--- config.mk ---
export PLATFORM = sky130hd
export DESIGN_NAME = brcomp_iter
export DESIGN_NICKNAME = d
export VERILOG_FILES = /design/src/rtl/brcomp_pkg.sv /design/src/rtl/brcomp_chunk.sv /design/src/rtl/brcomp_iter.sv
export SDC_FILE = /design/constraint.sdc
export NUM_CORES = 1
export LEC_CHECK = 0
export ABC_AREA = 1
export BUFFER_PORTS_ARGS = -buffer_cell sky130_fd_sc_hd__buf_2
export CAP_MARGIN = 20
export CELL_PAD_IN_SITES_DETAIL_PLACEMENT = 0
export CELL_PAD_IN_SITES_GLOBAL_PLACEMENT = 1
export CORE_MARGIN = 2
export CORE_UTILIZATION = 39
export DETAILED_ROUTE_END_ITERATION = 10
export PLACE_DENSITY_LB_ADDON = 0.15
export REMOVE_ABC_BUFFERS = 1
export SYNTH_ARGS = -nofsm -noshare
export SYNTH_HDL_FRONTEND = slang
export SYNTH_SLANG_ARGS = --single-unit
export TNS_END_PERCENT = 50
--- constraint.sdc ---
create_clock -name clk_i -period 1.9 [get_ports clk_i]
set_clock_uncertainty 0.1 [all_clocks]
set_input_delay 0.095 -clock clk_i [delete_from_list [all_inputs] [get_ports clk_i]]
set_output_delay 0.095 -clock clk_i [all_outputs]
set_load 0.02 [all_outputs]
--- src/rtl/brcomp_pkg.sv ---
// Shared types, default parameters and helpers for the iterative branch comparator.
package brcomp_pkg;

    // Default operand width and per-cycle slice width.
    localparam int unsigned XlenDefault  = 32;
    localparam int unsigned ChunkDefault = 8;

    typedef enum logic [1:0] {
        StIdle,
        StCmp,
        StDone
    } brcomp_state_e;

    // Flipping the sign bit maps two's-complement order onto unsigned order,
    // so the datapath only ever needs an unsigned compare.
    function automatic logic sign_bias_msb(input logic msb, input logic is_signed);
        return msb ^ is_signed;
    endfunction

endpackage

--- src/rtl/brcomp_chunk.sv ---
// Combinational unsigned compare of one CHUNK-wide slice.
module brcomp_chunk #(
    parameter int unsigned CHUNK = 8
) (
    input  logic [CHUNK-1:0] a_i,
    input  logic [CHUNK-1:0] b_i,
    output logic             lt_o,
    output logic             eq_o
);

    // Pure compare; no state.
    always_comb begin
        lt_o = (a_i < b_i);
        eq_o = (a_i == b_i);
    end

endmodule

--- src/rtl/brcomp_iter.sv ---
// Multi-cycle MSB-first branch comparator with valid/ready on both sides.
// Optional build macro BRCOMP_ITER_EARLY_EXIT_EN: stop on the first differing
// chunk; otherwise every compare takes all NCHUNK cycles (constant time).
module brcomp_iter
    import brcomp_pkg::*;
#(
    parameter int unsigned XLEN  = XlenDefault,
    parameter int unsigned CHUNK = ChunkDefault
) (
    input  logic            clk_i,
    input  logic            rst_i,
    input  logic            valid_i,
    output logic            ready_o,
    input  logic [XLEN-1:0] rs1_data_i,
    input  logic [XLEN-1:0] rs2_data_i,
    input  logic            br_unsign_i,
    output logic            valid_o,
    input  logic            ready_i,
    output logic            br_less_o,
    output logic            br_equal_o,
    output logic            busy_o
);

    localparam int unsigned NCHUNK = XLEN / CHUNK;
    localparam int unsigned IdxW   = (NCHUNK > 1) ? $clog2(NCHUNK) : 1;
    localparam logic [IdxW-1:0] LastIdx = IdxW'(NCHUNK - 1);

    if ((XLEN % CHUNK) != 0) begin : g_bad_chunk
        $fatal(1, "brcomp_iter: CHUNK must divide XLEN");
    end

    brcomp_state_e   state_q, state_d;
    logic [XLEN-1:0] a_q, a_d;
    logic [XLEN-1:0] b_q, b_d;
    logic [IdxW-1:0] idx_q, idx_d;
    logic            less_q, less_d;
    logic            equal_q, equal_d;
`ifndef BRCOMP_ITER_EARLY_EXIT_EN
    // Set once the first differing chunk has been captured.
    logic            found_q, found_d;
`endif

    logic chunk_lt;
    logic chunk_eq;

    // Operands are shifted left after each equal chunk, so the current chunk
    // (index idx_q) always sits in the top CHUNK bits.
    brcomp_chunk #(
        .CHUNK(CHUNK)
    ) u_chunk (
        .a_i (a_q[XLEN-1 -: CHUNK]),
        .b_i (b_q[XLEN-1 -: CHUNK]),
        .lt_o(chunk_lt),
        .eq_o(chunk_eq)
    );

    // Next-state and handshake outputs.
    always_comb begin
        state_d = state_q;
        a_d     = a_q;
        b_d     = b_q;
        idx_d   = idx_q;
        less_d  = less_q;
        equal_d = equal_q;
`ifndef BRCOMP_ITER_EARLY_EXIT_EN
        found_d = found_q;
`endif
        ready_o = (state_q == StIdle);
        valid_o = (state_q == StDone);
        busy_o  = (state_q != StIdle);

        unique case (state_q)
            StIdle: begin
                if (valid_i) begin
                    a_d     = {sign_bias_msb(rs1_data_i[XLEN-1], ~br_unsign_i),
                               rs1_data_i[XLEN-2:0]};
                    b_d     = {sign_bias_msb(rs2_data_i[XLEN-1], ~br_unsign_i),
                               rs2_data_i[XLEN-2:0]};
                    idx_d   = '0;
                    less_d  = 1'b0;
                    equal_d = 1'b0;
`ifndef BRCOMP_ITER_EARLY_EXIT_EN
                    found_d = 1'b0;
`endif
                    state_d = StCmp;
                end
            end
            StCmp: begin
`ifdef BRCOMP_ITER_EARLY_EXIT_EN
                if (!chunk_eq) begin
                    less_d  = chunk_lt;
                    equal_d = 1'b0;
                    state_d = StDone;
                end else if (idx_q == LastIdx) begin
                    less_d  = 1'b0;
                    equal_d = 1'b1;
                    state_d = StDone;
                end else begin
                    idx_d = idx_q + IdxW'(1);
                    a_d   = a_q << CHUNK;
                    b_d   = b_q << CHUNK;
                end
`else
                // Only the first difference is kept; later chunks are ignored.
                if (!found_q && !chunk_eq) begin
                    less_d  = chunk_lt;
                    found_d = 1'b1;
                end
                if (idx_q == LastIdx) begin
                    equal_d = !found_q && chunk_eq;
                    state_d = StDone;
                end else begin
                    idx_d = idx_q + IdxW'(1);
                    a_d   = a_q << CHUNK;
                    b_d   = b_q << CHUNK;
                end
`endif
            end
            StDone: begin
                if (ready_i) begin
                    state_d = StIdle;
                end
            end
            default: begin
                state_d = StIdle;
            end
        endcase
    end

    // Results are only driven while the handshake presents them.
    always_comb begin
        br_less_o  = (state_q == StDone) && less_q;
        br_equal_o = (state_q == StDone) && equal_q;
    end

    // State register with synchronous reset.
    always_ff @(posedge clk_i) begin
        if (rst_i) begin
            state_q <= StIdle;
            a_q     <= '0;
            b_q     <= '0;
            idx_q   <= '0;
            less_q  <= 1'b0;
            equal_q <= 1'b0;
`ifndef BRCOMP_ITER_EARLY_EXIT_EN
            found_q <= 1'b0;
`endif
        end else begin
            state_q <= state_d;
            a_q     <= a_d;
            b_q     <= b_d;
            idx_q   <= idx_d;
            less_q  <= less_d;
            equal_q <= equal_d;
`ifndef BRCOMP_ITER_EARLY_EXIT_EN
            found_q <= found_d;
`endif
        end
    end

endmodule

* Yosys cells after proc, flatten, opt, wreduce, memory -nomap -nowiden
Index checks and enable logic that the tools add are counted.
Cells by class: equal/unequal tests 9, mux-type cells 20, reduce and logical (&&, ||, !) cells 13, bitwise gates (word level) 3, magnitude comparators 1, $add $sub $neg 1
Operators by type and width (number):
- 32-bit 2-to-1 mux | 4
- 32-bit one-hot mux with 2 select lines | 2
- 3-bit AND reduction | 4
- 2-bit 2-to-1 mux | 5
- 8-bit == test | 1
- 8-bit less-than comparator | 1
- 2-bit != test, second input constant | 4
- 1-bit one-hot mux with 2 select lines | 3
- 2-bit one-hot mux with 3 select lines | 1
- 2-bit == test, second input constant | 2
- 1-bit logical AND | 4
- 1-bit 2-to-1 mux | 4
- 2-bit one-hot mux with 2 select lines | 1
- 2-bit nonzero test | 2
- 2-bit by 1-bit adder with 2-bit output, second input constant | 1
- 2-bit by 1-bit == test with 1-bit output, second input constant | 1
- 1-bit logical NOT | 2
- 2-bit logical NOT | 1
- 2-bit by 1-bit != test with 1-bit output, second input constant | 1
- 1-bit bitwise XOR | 2
- 1-bit NOT | 1
Word-level totals: input port bits 69, output and inout bits 5, flip-flop bits (word level) 71

* Logic depth before layout (Yosys ltp)
depth in word-level cells 5, gate-level depth with buffers 10, depth with buffers taken out 10

* By module
A second synthesis with hierarchy kept.
Unflattened totals: cell total of the unflattened synthesis 603, area total of the unflattened synthesis 3698.5 sq um
By module, submodules not included:
- brcomp_iter | cells an instance 566, area each 3477.1 sq um, times used 1
- brcomp_chunk | cells an instance 37, area each 221.5 sq um, times used 1

* Worst setup path before layout
OpenSTA, ideal clock, no wires.
kind reg2reg, start point register idx_q[0], end point register a_q[24], setup slack 0.451 ns, required time 1.681 ns, clock period less this slack 1.449 ns, data arrival time 1.230 ns, stages on the path, launching flop included 7, cell sequence dfxtp_1 ha_1 o21ai_2 inv_2 buf_2 o21ai_0 a21oi_1
On the way: longest elaborated chain between the ends 3
RTL lines:
- from (decl) | RTL line brcomp_iter.sv:35 | logic [IdxW-1:0] idx_q, idx_d;
- from (signal assigned) | RTL line brcomp_iter.sv:152 | idx_q <= idx_d;
- 2-bit == test | RTL line brcomp_iter.sv:109 | if (idx_q == LastIdx) begin
- 2-bit != test (no line)
- 3-bit AND reduction (no line)
- to (signal assigned) | RTL line brcomp_iter.sv:140 | a_q <= '0;
- to (signal assigned) | RTL line brcomp_iter.sv:150 | a_q <= a_d;
- to (decl) | RTL line brcomp_iter.sv:33 | logic [XLEN-1:0] a_q, a_d;
Every way passes these cells. A chain may end at the register's enable or synchronous reset.

* Final worst setup path
start point register idx_q[0], end point register a_q[13]
Same word-level chain as after synthesis.

==> metrics <==
IO Port Bufs 73; dpl cell area 0.00375 mm2; Setup crit start kind flop; synth warn 0; Period minus WS final 1.56 ns; relative slew slack 65.1%; Synth-to-Final Area Change 30.9%; power density cells 809 mW/mm2; Vias 3149; Starting Density 39.9%; WP data arrival 1.69 ns; CTS tree built; Die Height 95.5 um; Overflow after GRT 0; drt drc 0; WP data required 2.03 ns; DP Cell Count 587; clock root cell clkbuf_8; max_cap viols 0; worst skew pair latency 0.33 ns; Netlist Area Pre-Place 0.00326 mm2; initial antenna violation count 0; final RePlAce weighted congestion 0.747; register area share after synthesis 43.5%; vias in the first global route 2925; post-route insts no fill 638; register area 0.00142 mm2; source of the critical timing path idx_q[0]; footprint of the multi-input gates 0.00164 mm2; ranking of synthesized cells by area dfxtp_1 44%, nand2_1 16%, o211a_1 12%; die area 0.00912 mm2; Leak Pwr 2.21 nW; nets 607; CTS resizes 0; status complete, no violations; DP Wirelength 4960 um; total negative slack 0 ns; crit path kind flop to flop; post-synth top area cell dfxtp_1; FF+latch count, synth 71; Setup violations, final 0; share of layout cells above drive strength 1 19.3%; GRT Total Usage 19.2%; CORE AREA 0.00818 mm2; Tightest Pin Transition 0.523 ns; CP endpoint kind flop; period utilization 82.1%; global-route wire length before repair 13600 um; Chip Width 95.5 um; Peak Freq 641 MHz; # rows 33; endpoints failing hold 0; Final Cell Area 0.00427 mm2; fill count 843; CP Max Fanout 66; DR vias/cell 4.94; Yosys cell types 21; hold wc startpoint rs2_data_i[22]; Max Buffers Root-to-Sink 2; final core occ 52.3%; pins over their slew limit 0; Total Wirelength 8150 um; worst-case vdd ir drop 0.363 mV; unrepaired setup endpoints after global routing no; Gate Count Post-Synth 430; clock transition at the registers of the reported paths 0.08 ns; routed len/inst 12.8 um; ANT nets after route 0; Reg2Reg Launch Point idx_q[0]; CTS sink count 71; DR iter-0 viols 127; I/O pin count 74; H-tree levels 3; largest net degree at the start of global routing 67; TritonCTS buffer count 9; Pre-antenna DRT Iters 4; area share of the largest cell type after synthesis 43.5%; synthesized area per cell 7.59 um2; antenna cells 0; Hold Path Class input port to flop
-- power by group --
group          internal [W]  total (W)  switching (W)
sequential          0.00163    0.00170      0.0000671
clock              0.000496    0.00103       0.000538
combinational      0.000333   0.000728       0.000395
-- layout by cell type, fill, tap and decap left out, types with 3 or more instances in the layout --
cell type	synthesis	routed
a21oi_1	31	31
buf_4	0	7
clkinv_2	0	3
buf_2	12	73
o21ai_0	11	11
nand3_1	59	59
inv_1	19	19
ha_1	9	9
nand2_1	140	140
o211a_1	39	39
nor2_1	11	11
dfxtp_1	71	71
clkbuf_8	0	10
dlygate4sd3_1	0	36
buf_12	0	3
-- kinds of logic (layout without fill, tap and decap cells) --
| group | count (synthesis) | in the layout | share of synthesized area [%] |
|---|---|---|---|
| xor+xnor | 1 | 1 | 0.268 |
| simple gates | 214 | 214 | 27.3 |
| fa+ha+maj | 9 | 9 | 3.45 |
| compound gates | 84 | 84 | 19.1 |
| buf+inv | 51 | 154 | 6.32 |
| flops | 71 | 71 | 43.5 |
-- final timing paths --
kind / end / slack [ns] / cells after the start
worst min register to register: b_q[0] / 0.36 / 2
worst max register to register: a_q[13] / 0.34 / 5
worst min-delay path: b_q[22] / 0.01 / 4
worst max-delay path: a_q[13] / 0.34 / 5
-- metal layers --
layer / wire length, um / global-route usage, %
met2: 3750 / 31.1
met3: 335 / 2.85
met1: 3950 / 25.7
met4: 112 / 7.62
met5: 0 / 0
-- stage by stage --
step	total power [W]	setup slack, ns	hold slack, ns
after CTS	0.00350	0.347	0.000693
after detailed placement	0.00241	0.353	0.273
after floorplan	0.00215	-1.76	0.0641
after global placement	0.00240	0.394	0.268
after global routing	0.00367	0.223	0.0182
final	0.00346	0.340	0.0107
-- final cells by class --
cell class	instances	share of cell area, %
Inverter	20	1.76
Multi-Input combinational cell	308	38.5
Tap cell	105	3.07
Timing Repair Buffer	119	19.6
Sequential cell	71	33.3
Clock buffer	11	3.31
Clock inverter	4	0.527
-- state kept, by name, summed over array words and instances (netlist names) --
register	cells
state_q	2
less_q	1
equal_q	1
a_q	32
b_q	32
idx_q	2
found_q	1
-- cells in the mapped netlist, drive strengths merged --
cell,number
nor2,13
clkbuf,15
ha,9
buf,16
nand2,141
o21ai,12
nand3,59
o211a,39
o31ai,1
a21oi,31
xor2,1
or2,1
inv,20
dfxtp,71
o22ai,1
-- worst max-delay path, cell delays in order, from the launching register on --
cell and delay [ns]:
dfxtp_1 0.33, ha_1 0.25, o21ai_4 0.22, buf_12 0.28, nand3_1 0.12, o211a_1 0.12
-- what timing repair did --
item / in CTS / in global routing
hold buffers: 36 / 0
setup buffers: 0 / 0
hold endpoints to repair: 36 / 0
Power figures use the tool's default switching activity.
